## src/rtl/int_controller_if.sv

```systemverilog
// int_controller_if
// Data-memory bus between the jacaranda-8 cpu and the interrupt controller.
//   addr     : data-memory address driven by the cpu
//   w_data   : write data driven by the cpu
//   mem_w_en : write strobe driven by the cpu
//   r_data   : combinational read data returned by the peripheral
// The master modport is the cpu side, the slave modport the peripheral side.
interface int_controller_if;
    logic [7:0] addr;
    logic [7:0] w_data;
    logic       mem_w_en;
    logic [7:0] r_data;

    modport master (output addr, output w_data, output mem_w_en, input r_data);
    modport slave  (input addr, input w_data, input mem_w_en, output r_data);
endinterface

```

## src/rtl/int_controller.sv

```systemverilog
// int_controller
// Memory-mapped interrupt controller sitting in front of the jacaranda-8 cpu.
// Rising edges on the peripheral request lines are latched as pending bits,
// masked, and the lowest-index eligible source is dispatched as a one-cycle
// int_req. Further dispatch is blocked until software writes EOI.
// Ports:
//   clock    : system clock, all state on posedge
//   reset    : asynchronous active-high reset
//   bus      : data-memory bus (slave side), four registers at BASE_ADDR..+3
//              +0 INT_EN, +1 INT_VEC, +2 PENDING (W1C), +3 CAUSE / EOI
//   irq_src  : peripheral request lines, synchronous to clock
//   int_req  : one-cycle interrupt request to the cpu
//   int_en   : INT_EN register to the cpu, bit0 is the global enable
//   int_vec  : handler address (INT_VEC register)
module int_controller #(
    parameter int         N_SRC     = 4,
    parameter logic [7:0] BASE_ADDR = 8'hF4
) (
    input  logic             clock,
    input  logic             reset,
    int_controller_if.slave  bus,
    input  logic [N_SRC-1:0] irq_src,
    output logic             int_req,
    output logic [7:0]       int_en,
    output logic [7:0]       int_vec
);

    // Only the global enable and one mask bit per source are implemented.
    localparam logic [7:0] EN_MASK = 8'((1 << (N_SRC + 1)) - 1);

    typedef enum logic [1:0] {IDLE, REQ, SERVICE} state_t;

    state_t           state_q, state_d;
    logic [7:0]       en_reg;
    logic [7:0]       vec_reg;
    logic [N_SRC-1:0] pending;
    logic [N_SRC-1:0] prev_src;
    logic [2:0]       cause;
    logic             in_service;

    logic [7:0]       offset;
    logic             hit;
    logic             wr_en_reg, wr_vec, wr_pend, wr_eoi;
    logic [N_SRC-1:0] eligible;
    logic [N_SRC-1:0] rising;
    logic [N_SRC-1:0] w1c_clr;
    logic [N_SRC-1:0] dispatch_clr;
    logic [2:0]       lowest;
    logic             load_cause, accept, eoi_done;

    // Wrapping subtraction keeps the decode correct for any BASE_ADDR.
    assign offset    = bus.addr - BASE_ADDR;
    assign hit       = (offset[7:2] == 6'd0);
    assign wr_en_reg = bus.mem_w_en && hit && (offset[1:0] == 2'd0);
    assign wr_vec    = bus.mem_w_en && hit && (offset[1:0] == 2'd1);
    assign wr_pend   = bus.mem_w_en && hit && (offset[1:0] == 2'd2);
    assign wr_eoi    = bus.mem_w_en && hit && (offset[1:0] == 2'd3);

    assign eligible = pending & en_reg[N_SRC:1];
    assign rising   = irq_src & ~prev_src;
    assign w1c_clr  = wr_pend ? bus.w_data[N_SRC-1:0] : '0;

    assign int_req = (state_q == REQ);
    assign int_en  = en_reg;
    assign int_vec = vec_reg;

    // Lowest set index wins; scanning downward lets the last hit be the lowest.
    always_comb begin
        lowest = 3'd0;
        for (int i = N_SRC - 1; i >= 0; i--) begin
            if (eligible[i]) begin
                lowest = 3'(i);
            end
        end
    end

    // One-hot clear of the dispatched source, only when the cpu accepts.
    always_comb begin
        dispatch_clr = '0;
        for (int i = 0; i < N_SRC; i++) begin
            dispatch_clr[i] = accept && (cause == 3'(i));
        end
    end

    // Software-visible configuration registers.
    always_ff @(posedge clock or posedge reset) begin
        if (reset) begin
            en_reg  <= 8'd0;
            vec_reg <= 8'd0;
        end else begin
            if (wr_en_reg) begin
                en_reg <= bus.w_data & EN_MASK;
            end
            if (wr_vec) begin
                vec_reg <= bus.w_data;
            end
        end
    end

    // Edge detection and pending bits; a new edge beats any clear on the same cycle.
    always_ff @(posedge clock or posedge reset) begin
        if (reset) begin
            prev_src <= '0;
            pending  <= '0;
        end else begin
            prev_src <= irq_src;
            pending  <= (pending & ~(w1c_clr | dispatch_clr)) | rising;
        end
    end

    // FSM state register plus the cause / in-service status it controls.
    always_ff @(posedge clock or posedge reset) begin
        if (reset) begin
            state_q    <= IDLE;
            cause      <= 3'd0;
            in_service <= 1'b0;
        end else begin
            state_q <= state_d;
            if (load_cause) begin
                cause <= lowest;
            end
            if (accept) begin
                in_service <= 1'b1;
            end else if (eoi_done) begin
                in_service <= 1'b0;
            end
        end
    end

    // Next-state logic. REQ checks the global enable as it stood before this
    // edge, so clearing it on the IDLE->REQ edge makes the request go unaccepted.
    always_comb begin
        state_d    = state_q;
        load_cause = 1'b0;
        accept     = 1'b0;
        eoi_done   = 1'b0;
        case (state_q)
            IDLE: begin
                if (en_reg[0] && (eligible != '0)) begin
                    load_cause = 1'b1;
                    state_d    = REQ;
                end
            end
            REQ: begin
                if (en_reg[0]) begin
                    accept  = 1'b1;
                    state_d = SERVICE;
                end else begin
                    state_d = IDLE;
                end
            end
            SERVICE: begin
                if (wr_eoi) begin
                    eoi_done = 1'b1;
                    state_d  = IDLE;
                end
            end
            default: state_d = IDLE;
        endcase
    end

    // Combinational read-back; addresses outside the window read zero.
    always_comb begin
        bus.r_data = 8'd0;
        if (hit) begin
            case (offset[1:0])
                2'd0:    bus.r_data = en_reg;
                2'd1:    bus.r_data = vec_reg;
                2'd2:    bus.r_data = 8'(pending);
                default: bus.r_data = {in_service, 4'b0000, cause};
            endcase
        end
    end

endmodule
```

## src/flat_wrapper.sv

```systemverilog
// flat-port wrapper written by rule: the top's interface ports become plain ports
module int_controller_flat 
#(
    parameter int         N_SRC     = 4,
    parameter logic [7:0] BASE_ADDR = 8'hF4
)
  (clock, reset, irq_src, int_req, int_en, int_vec, bus_addr, bus_w_data, bus_mem_w_en, bus_r_data);
  int_controller_if bus_i ();
  input  logic clock;
  input  logic reset;
  input  logic [N_SRC-1:0] irq_src;
  output logic int_req;
  output logic [7:0] int_en;
  output logic [7:0] int_vec;
  input wire logic [$bits(bus_i.addr)-1:0] bus_addr;
  input wire logic [$bits(bus_i.w_data)-1:0] bus_w_data;
  input wire logic [$bits(bus_i.mem_w_en)-1:0] bus_mem_w_en;
  output wire logic [$bits(bus_i.r_data)-1:0] bus_r_data;
  assign bus_i.addr = bus_addr;
  assign bus_i.w_data = bus_w_data;
  assign bus_i.mem_w_en = bus_mem_w_en;
  assign bus_r_data = bus_i.r_data;
  int_controller #(.N_SRC(N_SRC), .BASE_ADDR(BASE_ADDR)) u_core (.clock(clock), .reset(reset), .bus(bus_i), .irq_src(irq_src), .int_req(int_req), .int_en(int_en), .int_vec(int_vec));
endmodule
```

## config.mk

```make
export PLATFORM = sky130hd
export DESIGN_NAME = int_controller_flat
export DESIGN_NICKNAME = d
export VERILOG_FILES = /design/src/rtl/int_controller_if.sv /design/src/rtl/int_controller.sv /design/src/flat_wrapper.sv
export SDC_FILE = /design/constraint.sdc
export NUM_CORES = 1
export LEC_CHECK = 0
export BUFFER_PORTS_ARGS = -buffer_cell sky130_fd_sc_hd__buf_2
export CAP_MARGIN = 30
export CORE_UTILIZATION = 49
export CTS_BUF_LIST = sky130_fd_sc_hd__clkbuf_16
export DETAILED_ROUTE_END_ITERATION = 16
export HOLD_SLACK_MARGIN = 0.05
export PLACE_DENSITY_LB_ADDON = 0.1
export SLEW_MARGIN = 5
export SYNTH_ARGS = -nofsm -noshare
export SYNTH_HDL_FRONTEND = slang
export SYNTH_SLANG_ARGS = --single-unit
```

## constraint.sdc

```tcl
create_clock -name clock -period 1.65 [get_ports clock]
set_input_delay 0.33 -clock clock [delete_from_list [all_inputs] [get_ports clock]]
set_output_delay 0.33 -clock clock [all_outputs]
set_load 0.01 [all_outputs]
```

## Word level (Yosys, flattened, before mapping)

Index checks and enable logic that the tools add are counted.

- $add $sub $neg: 1
- Equality and inequality tests: 10
- Muxes and demuxes: 19
- Bitwise logic cells: 7
- Reductions and logical operators: 17

Operator list:

| cell | count |
|---|---|
| $pmux W8 S3 | 1 |
| $and A4 B4 Y4 | 3 |
| $logic_and A1 B1 Y1 | 10 |
| $mux W3 | 3 |
| $mux W1 | 8 |
| $mux W2 | 4 |
| $mux W8 | 1 |
| $not A4 Y4 | 2 |
| $or A4 B4 Y4 | 2 |
| $sub A8 B8 Y8 const B | 1 |
| $eq A2 B2 Y1 const B | 3 |
| $eq A3 B2 Y1 const B | 2 |
| $logic_not A6 Y1 | 1 |
| $pmux W2 S3 | 1 |
| $eq A2 B1 Y1 const B | 2 |
| $logic_not A2 Y1 | 2 |
| $mux W4 | 1 |
| $ne A2 B1 Y1 const B | 2 |
| $reduce_bool A4 Y1 | 1 |
| $eq A3 B1 Y1 const B | 1 |
| $logic_not A3 Y1 | 1 |
| $reduce_and A2 Y1 | 1 |
| $reduce_bool A2 Y1 | 1 |

- Register bits: 27
- Bits of input ports: 23
- Word-level logic and storage cells: 61

## Depth between registers and ports, before layout

- Word-level depth: 9
- Gate-level depth with buffers: 5

## Worst setup path before layout

Ideal clock, no wire load.

- Path type: input to output
- Start point: input port bus_addr[0]
- End point: output port bus_r_data[0]
- Data arrival time: 1.163 ns
- Required time: 1.320 ns
- Path slack: 0.157 ns
- Cell stages on the path: 3
- Path through: buf_6 -> mux4_1 -> and2_1

- Word-level cells in the longest chain between the ends: 4
- Elaborated cells on any way between the ends: 7
- Those cells by class: 1 x add/sub; 2 x eq/ne; 2 x mux; 2 x reduce/logical

RTL lines:

| item | RTL line | RTL |
|---|---|---|
| from (decl) | flat_wrapper.sv:15 | `input wire logic [$bits(bus_i.addr)-1:0] bus_addr;` |
| $sub A8 B8 Y8 * | int_controller.sv:52 | `assign offset = bus.addr - BASE_ADDR;` |
| $eq A2 B2 Y1 (tied with other cells) | int_controller.sv:166 | `case (offset[1:0])` |
| $pmux W8 S3 | int_controller.sv:166 |  |
| $mux W8 * | int_controller.sv:165 | `if (hit) begin` |
| to (decl) | flat_wrapper.sv:18 | `output wire logic [$bits(bus_i.r_data)-1:0] bus_r_data;` |

Mark *: on every way between the ends. The rest lies on a longest branch, timed or not.

## Worst setup path after layout

- Start point: register u_core.cause[0]
- End point: output port bus_r_data[0]

- Word-level cells in the longest chain between the ends: 2

RTL lines:

| item | RTL line | RTL |
|---|---|---|
| from (decl) | int_controller.sv:38 | `logic [2:0] cause;` |
| from (signal assigned) | int_controller.sv:120 | `cause <= lowest;` |
| $pmux W8 S3 | int_controller.sv:166 |  |
| $mux W8 | int_controller.sv:165 |  |

Every way passes these cells.

==> results.md <==
- The flow ran to the end, but the final reports show violations.
- The final reports fail on setup timing.
- Of the available clock period, the critical path in the final layout requires 104.6%.
- Of the post-synthesis cell area, the dominant cell type holds 47.79%.
- After floorplanning, the core was divided into 18 placement rows.
- The area of the core is around 2500 µm².
- The first routing iteration left 6 violations.
- The total overflow left after global routing is 0.
- The TritonCTS clock tree is yes.
- The number of clock sinks is 26.
- Setup repair after global routing could not meet its margin everywhere.
- The routed design could run at a clock period as short as ~1.7 ns.
- The post-layout instance area is 1777 µm².
- The y dimension of the die is 54.71 µm.
- For the worst-skew pair, the clock arrives at the later sink with an insertion delay of 0.26 ns.
- The initial utilization of the core area, before any placement, comes to 53.49%.
- 0 antenna diodes ended up in the layout.
- The maximum number of buffers from clock root to sink is 2.
- In this run, placement finished with an instance count of 188.
- The fraction of power consumed by the clock network is about 46%.
- The share of power burned in registers is 44.0%.
- Of the total synthesized cell area, the portion taken by full adders, half adders and majority gates is 0%.
- The clock-pin slew on the worst setup and hold paths is ~0.07 ns.
- The final worst slack is -0.07544 ns.
- The total leakage power is roughly 0.96 nW.
- 48 I/O pins were placed.
- The number of warnings reported in the yosys synthesis log is 0.
- The worst setup path is of the register to output pin kind.
- The total wire length after detailed routing is 2.968 mm.
- Data on the critical path is required at its endpoint by 1.32 ns.
- STA classifies the critical path startpoint as a register.
- Summing over every cut layer, the via total after detailed routing is 1,073.
- The worst supply voltage drop on vdd is 775.1 µV.
- The via count of the first global-routing pass is 996.
- Net switching is 20.56% of the power.
- The overall die area is 2993 µm².
- The count of cells in the finished layout, fillers not included, comes to between 150 and 200.
- The die extent in x is 54.71 µm.
- The maximum operating frequency is 579.6 MHz.
- The number of input and output port buffers inserted is 44.
- STA classifies the critical path endpoint as an output pin.
- The largest net degree at the start of global routing is 27.
- The cell area after placement is 1615 µm².
- Hold repair after CTS inserted 0 buffers.
- The via density per instance is 5.419.
- The fraction of final layout cells with drive strength greater than 1 is 52.98%.
- The post-synth design cell area is around 1400 µm².
- Combinational logic burns between 10% and 20% of the power.
- The dominant combinational cell family by area after synthesis is multiplexers.
- The initial antenna violation count is 0.
- Across all hold checks on the routed design, the worst slack comes to between 0.1 and 0.15 ns.
- The post-layout net count is 192.
- Of all cell types, the one taking the most synthesized area is dfrtp_1.
- The cell at the root of the clock tree is clkbuf_16.
- After detailed routing, the average wire length per cell comes to 14.99 µm.
- The TritonCTS buffer count is 3.
- The detailed-placement wirelength estimate is 2.154 mm.
- Sorting the synthesized cells by area gives the leading types as dfrtp_1, mux2_4, mux2_2.
- The filler cell count in the final layout is between 150 and 200.
- The post-synthesis xor/xnor area fraction is 0%.
- For this run, design rule violations remaining after detail routing come to 0.
- Setup violations remaining at the end of the flow were counted as 2.
- The area overhead of the layout relative to synthesis is 30.51%.
- Routability-driven placement finished with a final weighted congestion of between 0.7 and 0.8.
- The ratio of total power to cell area is 868.4 nW/µm².
- The multiplexer area fraction after synthesis is between 20% and 30%.
- The first-pass iteration count of the detailed router is 4.
- The synthesized area divided by synthesized cell count is 12.15 µm².
- The count of state elements after synthesis is 26.
- Counting distinct cell types in the post-synthesis netlist gives 32.
- Summing the areas of all compound-gate instances in the mapped netlist gives between 10 and 15% of the synthesized area.
- The cell-internal power is 0.001226 W.
- The number of slew-limit violations in the final report came to 0.
- In this run the number of H-tree levels came out at 1.
- The arrival time of data at the critical path endpoint is roughly 1.4 ns.
- The analysis attributes to net switching a power of 0.0003172 W.
- The worst hold path belongs to the class primary input to asynchronous set/reset pin.
- The hold violation count in the final report is 0.
- In this run the remaining antenna-violating nets after routing total 0.
- The wire length of the first global-routing pass is 4.395 mm.
- The max-capacitance violation count is 0.
- The cell count after synthesis is roughly 110.
- Global routing used 21.30% of the available tracks across all layers.
- Clock skew on the completed layout was measured at 0.003376 ns.
- After synthesis, flip-flops and latches occupy between 40% and 50% of the total area.
- Summing the areas of all and, or, nand and nor instances in the mapped netlist gives 14.61% of the synthesized area.
- Along the worst path, the maximum fanout reaches 2.
path summary, 6_finish.rpt:
path                                         startpoint                            end  slack (ns)  cells past startpoint
min in group clock                           irq_src[1]   u_core.prev_src[1]$_DFF_PP0_        0.18                      1
max in group asynchronous                         reset  u_core.int_vec[6]$_DFFE_PP0P_        1.29                      3
setup / recovery            u_core.cause[0]$_DFFE_PP0P_                  bus_r_data[0]       -0.08                      3
hold / removal                                    reset  u_core.int_vec[1]$_DFFE_PP0P_        0.11                      3
setup reg to reg           u_core.int_en[0]$_DFFE_PP0P_    u_core.cause[0]$_DFFE_PP0P_        0.20                      4
hold reg to reg            u_core.prev_src[3]$_DFF_PP0_    u_core.pending[3]$_DFF_PP0_        0.41                      1
cell usage after synthesis:
| cell | number |
|---|---|
| nand3_1 | 2 |
| mux2_2 | 7 |
| a21oi_1 | 7 |
| nand2_1 | 4 |
| mux4_1 | 2 |
| a21o_1 | 4 |
| nand3b_1 | 1 |
| nand2_2 | 1 |
| mux2i_1 | 3 |
| buf_4 | 3 |
| nand4b_1 | 1 |
| nor2b_1 | 2 |
| and3_1 | 2 |
| inv_1 | 6 |
| nor3_1 | 1 |
| nor3b_1 | 1 |
| and4b_2 | 2 |
| o31ai_1 | 3 |
| and3_2 | 3 |
| nor2_1 | 4 |
| conb_1 | 1 |
| o21a_1 | 1 |
| a22o_1 | 1 |
| mux2_4 | 8 |
| o21ai_0 | 7 |
| and3_4 | 1 |
| buf_6 | 3 |
| a32oi_1 | 1 |
| and2_1 | 2 |
| dfrtp_1 | 26 |
| nor2b_4 | 1 |
| nor3_4 | 1 |
power groups by stage:
stage / combinational (W) / clock [W] / sequential [W]
floorplan: 0.0000859 / 0 / 0.000696
global placement: 0.000148 / 0 / 0.000690
detailed placement: 0.000154 / 0 / 0.000692
CTS: 0.000162 / 0.000711 / 0.000679
global route: 0.000178 / 0.000735 / 0.000681
finish: 0.000161 / 0.000703 / 0.000679
metal layers:
layer | wire (µm) | GRT usage [%]
met4 | 25 | 5.556
met2 | 1410 | 36.55
met5 | 0 | 0
met1 | 1339 | 26.71
met3 | 192 | 4.722
placed cells by master, fill, tap and decap left out, drive strengths merged:
cell    count
o21a        1
o21ai       7
a32oi       1
a22o        1
nand3b      1
dfrtp      26
nor2b       3
nor3        2
mux2       15
a21o        4
and3        6
bufinv      1
mux4        2
buf        56
a21oi       7
nor2        4
clkbuf      3
and2        2
nand2       5
nand4b      1
conb        3
nor3b       1
inv         6
mux2i       3
o31ai       3
nand3       2
and4b       2
stage by stage:
| stage | utilization [%] | worst slack [ns] | total power, W | TNS [ns] |
|---|---|---|---|---|
| after floorplan | - | 0.1572 | 0.0007818 | 0 |
| after global placement | 63.47 | -0.0001280 | 0.0008387 | -0.0001280 |
| after detailed placement | 63.47 | 0.002603 | 0.0008452 | 0 |
| after CTS | 69.27 | -0.09465 | 0.001552 | -0.1808 |
| after global routing | 69.81 | -0.09770 | 0.001594 | -0.1899 |
| final | 69.81 | -0.07544 | 0.001543 | -0.1421 |
repair_timing:
action                     4_1_cts  5_1_grt
gates resized for setup          3        3
setup endpoints to repair        3        5
buffers inserted                 6        0
pin swaps                        1        1
worst max-delay path, stage by stage, from the launching register on:
cell and delay, ns:
dfrtp_1 0.41, mux4_2 0.47, and2_4 0.15, buf_6 0.11
registers in the layout, indices dropped and copies added, names as in the netlist:
register           cells
u_core.cause           2
u_core.in_service      1
u_core.int_en          5
u_core.int_vec         8
u_core.pending         4
u_core.prev_src        4
u_core.state_q         2
kinds of logic after synthesis:
group                  after synthesis
AOI/OAI and AO/OA                   24
buffers and inverters               12
DFF                                 26
muxes                               20
other                                1
and+or+nand+nor                     29
cell type report:
class	count	area [µm²]	share of cell area, %
sequential	26	650.6	36.62
multi-input combinational	76	644.4	36.27
timing repair buffer	56	316.6	17.82
clock buffer	3	75.07	4.225
tap	30	37.54	2.113
clock inverter	1	30.03	1.690
inverter	6	22.52	1.268
Power figures use the tool's default switching activity.
